<file path="config.mk">
export PLATFORM = sky130hd
export DESIGN_NAME = stim_check_gen
export DESIGN_NICKNAME = d
export VERILOG_FILES = /design/src/rtl/stim_check_pkg.sv /design/src/rtl/stim_delay_line.sv /design/src/rtl/stim_check_gen.sv
export SDC_FILE = /design/constraint.sdc
export NUM_CORES = 1
export LEC_CHECK = 0
export ABC_AREA = 1
export BUFFER_PORTS_ARGS = -buffer_cell sky130_fd_sc_hd__buf_2
export CAP_MARGIN = 20
export CORE_MARGIN = 3
export CORE_UTILIZATION = 40
export CTS_BUF_LIST = sky130_fd_sc_hd__clkbuf_4
export CTS_CLUSTER_SIZE = 16
export DETAILED_ROUTE_END_ITERATION = 8
export GPL_TIMING_DRIVEN = 0
export PLACE_DENSITY = 0.71
export SLEW_MARGIN = 25
export SYNTH_ARGS = -nofsm -noshare
export SYNTH_HDL_FRONTEND = slang
export SYNTH_SLANG_ARGS = --single-unit
</file>
<file path="constraint.sdc">
create_clock -name CLK -period 1.9 [get_ports CLK]
set_input_delay 0.19 -clock CLK [delete_from_list [all_inputs] [get_ports CLK]]
set_output_delay 0.19 -clock CLK [all_outputs]
set_load 0.02 [all_outputs]
</file>
<file path="src/rtl/stim_check_pkg.sv">
// Shared types and helpers for the stimulus generator / output checker.
package stim_check_pkg;

    typedef enum logic [2:0] {
        ST_IDLE      = 3'd0,
        ST_DUT_RESET = 3'd1,
        ST_RUN       = 3'd2,
        ST_DRAIN     = 3'd3,
        ST_DONE      = 3'd4
    } state_t;

    typedef enum logic [1:0] {
        MODE_COUNT = 2'b00,
        MODE_LFSR  = 2'b01,
        MODE_WALK  = 2'b10,
        MODE_CONST = 2'b11
    } mode_t;

    // Galois feedback taps for the supported data widths
    function automatic logic [31:0] lfsr_taps(input int width);
        case (width)
            8:       return 32'h0000_00B8;
            16:      return 32'h0000_B400;
            default: return 32'h8020_0003;
        endcase
    endfunction

    // One right-shift Galois step; the value is zero-extended into 32 bits
    function automatic logic [31:0] lfsr_next(input logic [31:0] cur, input int width);
        logic [31:0] nxt;
        nxt = cur >> 1;
        if (cur[0])
            nxt = nxt ^ lfsr_taps(width);
        return nxt;
    endfunction

endpackage

</file>
<file path="src/rtl/stim_delay_line.sv">
// Fixed-depth register chain aligning expected data/index/valid with the DUT output.
module stim_delay_line
    import stim_check_pkg::*;
#(
    parameter int WIDTH = 1,
    parameter int DEPTH = 1
) (
    input  logic             clk,
    input  logic             rst_n,
    input  logic [WIDTH-1:0] din,
    output logic [WIDTH-1:0] dout
);

    logic [WIDTH-1:0] pipe_p [DEPTH];

    // Shift the word one stage per cycle; reset flushes every stage so no stale valid escapes
    always_ff @(posedge clk or negedge rst_n) begin
        if (!rst_n) begin
            for (int i = 0; i < DEPTH; i++)
                pipe_p[i] <= '0;
        end else begin
            pipe_p[0] <= din;
            for (int i = 1; i < DEPTH; i++)
                pipe_p[i] <= pipe_p[i-1];
        end
    end

    assign dout = pipe_p[DEPTH-1];

endmodule

</file>
<file path="src/rtl/stim_check_gen.sv">
// Stimulus generator and latency-aligned output checker for pass-through datapaths.
module stim_check_gen
    import stim_check_pkg::*;
#(
    parameter int WIDTH    = 16,
    parameter int NUM_VEC  = 256,
    parameter int RST_HOLD = 4,
    parameter int LATENCY  = 1,
    parameter int CNT_W    = 16
) (
    input  logic             CLK,
    input  logic             RST,
    input  logic             START,
    input  logic [1:0]       MODE,
    input  logic [WIDTH-1:0] SEED,
    output logic             DUT_RST,
    output logic [WIDTH-1:0] STIM_DATA,
    output logic             STIM_VALID,
    input  logic [WIDTH-1:0] OUTPUT_DATA,
    output logic             BUSY,
    output logic             DONE,
    output logic             PASS,
    output logic             MISMATCH,
    output logic [CNT_W-1:0] ERR_COUNT,
    output logic [CNT_W-1:0] FIRST_ERR_IDX
);

    localparam int              DL_W       = WIDTH + CNT_W + 1;
    localparam logic [CNT_W-1:0] CNT_MAX    = '1;
    localparam logic [CNT_W-1:0] LAST_IDX   = CNT_W'(NUM_VEC - 1);
    localparam logic [CNT_W-1:0] HOLD_LAST  = CNT_W'(RST_HOLD - 1);
    localparam logic [3:0]       DRAIN_LAST = 4'(LATENCY - 1);

    state_t           state;
    mode_t            mode_q;
    logic [WIDTH-1:0] seed_q;
    logic [CNT_W-1:0] vec_idx;
    logic [CNT_W-1:0] hold_cnt;
    logic [3:0]       drain_cnt;
    logic             err_seen;

    logic [DL_W-1:0]  dl_in;
    logic [DL_W-1:0]  dl_out;
    logic             vld_p1;
    logic [CNT_W-1:0] idx_p1;
    logic [WIDTH-1:0] exp_p1;
    logic             cmp_fail;
    logic [CNT_W-1:0] err_next;

    // First vector of a run for the latched mode and seed
    function automatic logic [WIDTH-1:0] first_vec(input mode_t m, input logic [WIDTH-1:0] seed);
        case (m)
            MODE_LFSR: return (seed == '0) ? '1 : seed;
            MODE_WALK: return WIDTH'(1);
            default:   return seed;
        endcase
    endfunction

    // Successor of the current vector for the latched mode
    function automatic logic [WIDTH-1:0] next_vec(input mode_t m, input logic [WIDTH-1:0] cur);
        logic [31:0] lfsr_wide;
        lfsr_wide = lfsr_next(32'(cur), WIDTH);
        case (m)
            MODE_COUNT: return cur + WIDTH'(1);
            MODE_LFSR:  return WIDTH'(lfsr_wide);
            MODE_WALK:  return {cur[WIDTH-2:0], cur[WIDTH-1]};
            default:    return cur;
        endcase
    endfunction

    assign dl_in = {STIM_VALID, vec_idx, STIM_DATA};

    stim_delay_line #(
        .WIDTH (DL_W),
        .DEPTH (LATENCY)
    ) u_delay (
        .clk   (CLK),
        .rst_n (RST),
        .din   (dl_in),
        .dout  (dl_out)
    );

    assign {vld_p1, idx_p1, exp_p1} = dl_out;

    // Compare only live delayed vectors; the error count saturates at all-ones
    always_comb begin
        cmp_fail = vld_p1 && (OUTPUT_DATA != exp_p1);
        err_next = ERR_COUNT;
        if (cmp_fail && (ERR_COUNT != CNT_MAX))
            err_next = ERR_COUNT + CNT_W'(1);
    end

    // Run sequencer with registered stimulus, status and error statistics
    always_ff @(posedge CLK or negedge RST) begin
        if (!RST) begin
            state         <= ST_IDLE;
            mode_q        <= MODE_COUNT;
            seed_q        <= '0;
            vec_idx       <= '0;
            hold_cnt      <= '0;
            drain_cnt     <= '0;
            err_seen      <= 1'b0;
            DUT_RST       <= 1'b0;
            STIM_DATA     <= '0;
            STIM_VALID    <= 1'b0;
            BUSY          <= 1'b0;
            DONE          <= 1'b0;
            PASS          <= 1'b0;
            MISMATCH      <= 1'b0;
            ERR_COUNT     <= '0;
            FIRST_ERR_IDX <= '1;
        end else begin
            MISMATCH  <= cmp_fail;
            ERR_COUNT <= err_next;
            if (cmp_fail && !err_seen) begin
                err_seen      <= 1'b1;
                FIRST_ERR_IDX <= idx_p1;
            end

            case (state)
                ST_IDLE, ST_DONE: begin
                    if (START) begin
                        mode_q        <= mode_t'(MODE);
                        seed_q        <= SEED;
                        hold_cnt      <= '0;
                        err_seen      <= 1'b0;
                        ERR_COUNT     <= '0;
                        FIRST_ERR_IDX <= '1;
                        DUT_RST       <= 1'b0;
                        BUSY          <= 1'b1;
                        DONE          <= 1'b0;
                        PASS          <= 1'b0;
                        state         <= ST_DUT_RESET;
                    end
                end
                ST_DUT_RESET: begin
                    if (hold_cnt == HOLD_LAST) begin
                        DUT_RST    <= 1'b1;
                        STIM_VALID <= 1'b1;
                        STIM_DATA  <= first_vec(mode_q, seed_q);
                        vec_idx    <= '0;
                        state      <= ST_RUN;
                    end else begin
                        hold_cnt <= hold_cnt + CNT_W'(1);
                    end
                end
                ST_RUN: begin
                    if (vec_idx == LAST_IDX) begin
                        STIM_VALID <= 1'b0;
                        drain_cnt  <= '0;
                        state      <= ST_DRAIN;
                    end else begin
                        vec_idx   <= vec_idx + CNT_W'(1);
                        STIM_DATA <= next_vec(mode_q, STIM_DATA);
                    end
                end
                ST_DRAIN: begin
                    if (drain_cnt == DRAIN_LAST) begin
                        BUSY  <= 1'b0;
                        DONE  <= 1'b1;
                        PASS  <= (err_next == '0);
                        state <= ST_DONE;
                    end else begin
                        drain_cnt <= drain_cnt + 4'd1;
                    end
                end
                default: state <= ST_IDLE;
            endcase
        end
    end

endmodule

</file>
### Yosys cells after proc, flatten, opt, wreduce, memory -nomap -nowiden

Index checks and enable logic that the tools add are counted.

* register bits after elaboration: 145
* input bits: 37
* output and inout port bits: 54

* add/sub/neg operators: 5
* equality and inequality tests: 18
* mux-type cells: 45
* bitwise operators: 1
* reductions and logical operators: 23

Operator list (count)
* 16-bit 2-to-1 mux: 17
* 16-bit case mux with 2 select lines: 4
* 16-bit by 1-bit adder with 16-bit output (second input constant): 4
* 16-bit case mux with 3 select lines: 1
* 16-bit zero test: 2
* 3-bit AND reduction: 6
* 16-bit by 2-bit == test with 1-bit output (second input constant): 1
* 16-bit by 8-bit == test with 1-bit output (second input constant): 1
* 16-bit inequality test: 1
* 16-bit inequality test (second input constant): 1
* 15-bit by 16-bit bitwise XOR with 16-bit output: 1
* 2-bit inequality test (second input constant): 7
* 3-bit 2-to-1 mux: 4
* 3-bit case mux with 4 select lines: 1
* 1-bit 2-to-1 mux: 10
* 1-bit case mux with 2 select lines: 5
* 4-bit 2-to-1 mux: 2
* 4-bit case mux with 2 select lines: 1
* 4-bit AND reduction: 2
* 2-bit nonzero test: 4
* 3-bit by 2-bit == test with 1-bit output (second input constant): 2
* 4-bit by 1-bit adder with 4-bit output (second input constant): 1
* 4-bit zero test: 1
* 4-bit by 1-bit inequality test with 1-bit output (second input constant): 1
* 10 further kinds: 12

### Depth between registers and ports, before layout

* depth in word-level cells: 8
* gate-level depth with buffers: 16
* mapped depth without buffers: 15

### Modules after synthesis

A second synthesis with hierarchy kept.

* cell total of the unflattened synthesis: 956
* area total of the unflattened synthesis: 7662.3 um^2

Modules (own cells, without submodules)
* stim_check_gen: times used 1, cells an instance 923, area an instance 6836.6 um^2, sequential area each 2822.7 um^2
* stim_delay_line: times used 1, cells an instance 33, area an instance 825.8 um^2, sequential area each 825.8 um^2

### Worst setup path before layout

Ideal clock, no wire load.

* kind: register to register
* start: reg ERR_COUNT[0]
* end: reg PASS
* arrival time: 1978 ps
* data required time: 1835 ps
* setup slack: -143 ps
* cell stages (with the launch flop): 13
* buffers on the path: 1
* period minus slack after synthesis: 2043 ps
* cell sequence: dfrtp_1 ha_1 nand3_1 inv_1 nand2_1 inv_2 nand4_4 nand3_2 buf_6 o21ai_0 nor3_1 nand3_1 nand2_1

* word-level cells in the longest chain between the ends: 6

RTL lines
* from (decl): line stim_check_gen.sv:24 `output logic [CNT_W-1:0] ERR_COUNT,`
* from (signal assigned): line stim_check_gen.sv:114 `ERR_COUNT <= err_next;`
* parallel branches: the longest is 2 deep, another holds 16-bit by 1-bit adder with 16-bit output
* 16-bit 2-to-1 mux (*): line stim_check_gen.sv:89 `if (cmp_fail && (ERR_COUNT != CNT_MAX))`
* 16-bit zero test (*): line stim_check_gen.sv:161 `PASS <= (err_next == '0);`
* 1-bit 2-to-1 mux (*): line stim_check_gen.sv:158 `if (drain_cnt == DRAIN_LAST) begin`
* 1-bit case mux with 2 select lines (*): line stim_check_gen.sv:120 `case (state)`
* to (signal assigned): line stim_check_gen.sv:161
* to (decl): line stim_check_gen.sv:22 `output logic PASS,`

Mark *: on every way between the ends. The select of a mux whose other input is x is not followed.
A chain may end at the register's enable or synchronous reset.

### Worst setup path in the final report

* start: reg hold_cnt[1]
* end: reg hold_cnt[11]

* word-level cells in the longest chain between the ends: 3

RTL lines
* from (decl): line stim_check_gen.sv:38 `logic [CNT_W-1:0] hold_cnt;`
* from (signal assigned): line stim_check_gen.sv:144 `hold_cnt <= hold_cnt + CNT_W'(1);`
* 16-bit by 1-bit adder with 16-bit output / 16-bit by 2-bit == test with 1-bit output (equally long branches): line stim_check_gen.sv:144, stim_check_gen.sv:137
* 16-bit 2-to-1 mux / 2-bit inequality test (equally long branches)
* 16-bit case mux with 2 select lines / 3-bit AND reduction (equally long branches)

Parallel ways exist; a longest one is shown, timed or not. The select of a mux whose other input is x is not followed.

==> impl_metrics.json <==
{
  "final.setup_skew_ns": 0.01957,
  "die_y_um": 144.3,
  "min_path_type": "in -> async",
  "routed_wirelength_um": 21530,
  "met1_usage": 0.2776,
  "setup_tns_ns": -0.2643,
  "grtUsageMet3": 0.03439,
  "drc": 0,
  "final_util": 0.5536,
  "finalCritPeriodShare": 1.041,
  "synth_fa_ha_area_frac": 0.01472,
  "critPathKind": "reg -> reg",
  "dpl.hpwl_um": 13870,
  "outcome": "complete, but fails checks",
  "worstPathMaxFanout": 5,
  "ir_worst_vdd_v": 0.0005453,
  "initial_core_util": 0.4161,
  "final_area_um2": 10180,
  "synthXorXnorAreaFrac": 0.03891,
  "fin_nets": 1221,
  "cts_buffers": 17,
  "antenna_found_initial": 1,
  "grt_first_pass_wirelength_um": 33040,
  "synth_compound_area_frac": 0.1063,
  "hold_viol_final": 0,
  "synth_top_family_by_area": "simple AND/OR/NAND/NOR gates",
  "placement.io_buffers": 90,
  "p_seq_frac": 0.339,
  "p_sw_mw": 6.461,
  "clk_latency_ns": 0.56,
  "fin_ws_ns": -0.07716,
  "fin_cells": 1418,
  "fin_crit_ns": 1.977,
  "arrival_ns": 2.47,
  "clock-root-buffer": "clkbuf_4",
  "wl_per_cell_um": 15.18,
  "dr_total_vias": 7401,
  "cp-end-kind": "flop",
  "p_int_mw": 7.954,
  "relSlewSlack": 0.6270,
  "drive_above_1_share": 0.3241,
  "synth_edf_count": 0,
  "busiest_layer": "met2",
  "postSynthAreaPerCell_um2": 7.881,
  "yosys.area_share.simple": 0.2721,
  "syn_inst": 971,
  "max_freq_mhz": 505.8,
  "synth.ff_latch_count": 145,
  "p_sw_frac": 0.4482,
  "die_w_um": 144.3,
  "clk_pin_slew_worst_paths_ns": 0.13,
  "firstDrtPassIters": 6,
  "tightest_slew_ns": 0.5594,
  "setup_violations": 12,
  "grt_usage": 0.1984,
  "grt_max_degree": 77,
  "grt_pass1_vias": 6862,
  "cts.sink_count": 145,
  "routabilityCongestion": 0.9476,
  "htreeDepth": 4,
  "placement_rows": 49,
  "final_common_cell": "nand2_1",
  "drtAntennaViolNets": 0,
  "synth_cell_types": 42,
  "cp.required_ns": 2.39,
  "ys_warn_count": 0,
  "power-per-cell-area_nw_per_um2": 1416,
  "dp_cells": 1291,
  "die_area_um2": 20830,
  "overflow": 0,
  "cts_buffer_depth": 2,
  "synthArstFlopShare": 1.000,
  "drtIter0Drc": 611,
  "placed_cell_area_um2": 8449,
  "pin_count": 91,
  "synth_area_um2": 7652,
  "failed_checks": "negative setup slack",
  "yosys-mux-area-fraction": 0,
  "grtUsageMet2": 0.3097,
  "p_clk_frac": 0.144,
  "viasPerCell": 5.219,
  "ys_seq_area_frac": 0.4768,
  "ys.flop_type": "dfrtp_1",
  "grt_setup_unrepaired": "yes",
  "max_cap_violations": 0,
  "cts_tree": "done",
  "most-common-layout-cells": "nand2_1, dfrtp_1, inv_1",
  "syn_to_final_growth_pct": 33.06,
  "finalMaxSlewViolations": 0,
  "cp-start-kind": "flop",
  "p_leak_nw": 4.959,
  "pwr-share-comb": 0.517,
  "syn_nets": 1017,
  "coreArea_um2": 18390
}
-- state kept, by name, indices dropped and copies added (netlist names), 2 cells and up --
name and count:
hold_cnt 16, FIRST_ERR_IDX 16, u_delay.dout 33, seed_q 16
mode_q 2, drain_cnt 4, state 3, STIM_DATA 16
ERR_COUNT 16, vec_idx 16
-- Yosys cell counts (4+ instances only) --
| cell | instances | area [µm²] |
|---|---|---|
| nor4_1 | 8 | 50.05 |
| nor3_1 | 22 | 110.1 |
| nand2_1 | 265 | 994.7 |
| xor2_1 | 26 | 227.7 |
| o21ai_0 | 60 | 300.3 |
| ha_1 | 9 | 112.6 |
| a21oi_1 | 44 | 220.2 |
| inv_2 | 10 | 37.54 |
| o22ai_1 | 18 | 112.6 |
| a22oi_1 | 7 | 52.55 |
| buf_4 | 18 | 135.1 |
| xnor2_1 | 8 | 70.07 |
| dfstp_2 | 16 | 420.4 |
| nor2_1 | 86 | 322.8 |
| nand3_1 | 47 | 235.2 |
| a211oi_1 | 4 | 30.03 |
| clkbuf_1 | 18 | 67.56 |
| nand4_1 | 28 | 175.2 |
| inv_1 | 114 | 427.9 |
| dfrtp_1 | 129 | 3228 |
-- worst max-delay path: stages, from the launching register on --
cell and delay (ns):
dfrtp_1 0.45, ha_4 0.18, inv_4 0.05, nor4_4 0.23
buf_4 0.17, nand4_4 0.14, nand3_4 0.18, clkinv_4 0.10
nand2_4 0.11, inv_2 0.05, nand3_2 0.09, o21ai_2 0.07
a21oi_2 0.09
-- layer usage --
metal  wire length [µm]  part of all wire
met4                587             0.027
met2              10210              0.47
met5                  0                 0
met3               1234             0.057
met1               9499              0.44
-- power by group through the flow --
stage                     logic, mW  registers (mW)  clock network, mW
after global placement         4.97            4.90                  0
after floorplan                3.40            4.98                  0
after global routing           8.10            5.00               2.26
after detailed placement       5.07            4.92                  0
after CTS                      5.84            4.82               2.13
final                          7.45            4.89               2.07
-- cell type report --
type	count	area [µm²]
Antenna cell	1	2.502
Buffer	38	292.8
Clock buffer	17	127.6
Clock inverter	15	170.2
Fill cell	1636	8210
Inverter	125	493.0
Multi-Input combinational cell	662	3831
Sequential cell	145	3662
Tap cell	229	286.5
Timing Repair Buffer	186	1316
-- final timing paths --
kind / from / end / slack, ns / cells past startpoint
min in group CLK: OUTPUT_DATA[3] / MISMATCH / 0.34 / 9
setup reg to reg: hold_cnt[1] / hold_cnt[11] / -0.08 / 12
setup / recovery: hold_cnt[1] / hold_cnt[11] / -0.08 / 12
hold / removal: RST / u_delay.dout[5] / 0.16 / 2
hold reg to reg: vec_idx[15] / u_delay.dout[31] / 0.40 / 0
max in group asynchronous: RST / FIRST_ERR_IDX[9] / 0.96 / 3
-- logic make-up after synthesis --
family | after synthesis
AND/OR/NAND/NOR | 472
buffers and inverters | 165
AO/OA/AOI/OAI | 146
flip-flops | 145
XOR/XNOR | 34
adder cells (fa/ha/maj) | 9
-- timing repair --
item,in CTS,in global routing
hold buffers,20,0
gates resized for setup,70,157
cloned,5,2
setup buffers,36,34
pin swaps,23,36
endpoints found under the hold margin,88,0
setup endpoints to repair,87,67
-- per-stage QoR --
stage	total power [mW]	hold WS (ns)	setup WS, ns
2_1_floorplan	8.381	-0.1056	0.01501
3_3_place_gp	9.872	0.3613	-1.719
3_5_place_dp	9.991	0.1946	-0.5061
4_1_cts	12.80	0.1472	-0.04357
5_1_grt	15.36	0.1901	-0.1577
6_report	14.42	0.1566	-0.07716
Note: power is estimated with default switching activity, not from simulation.
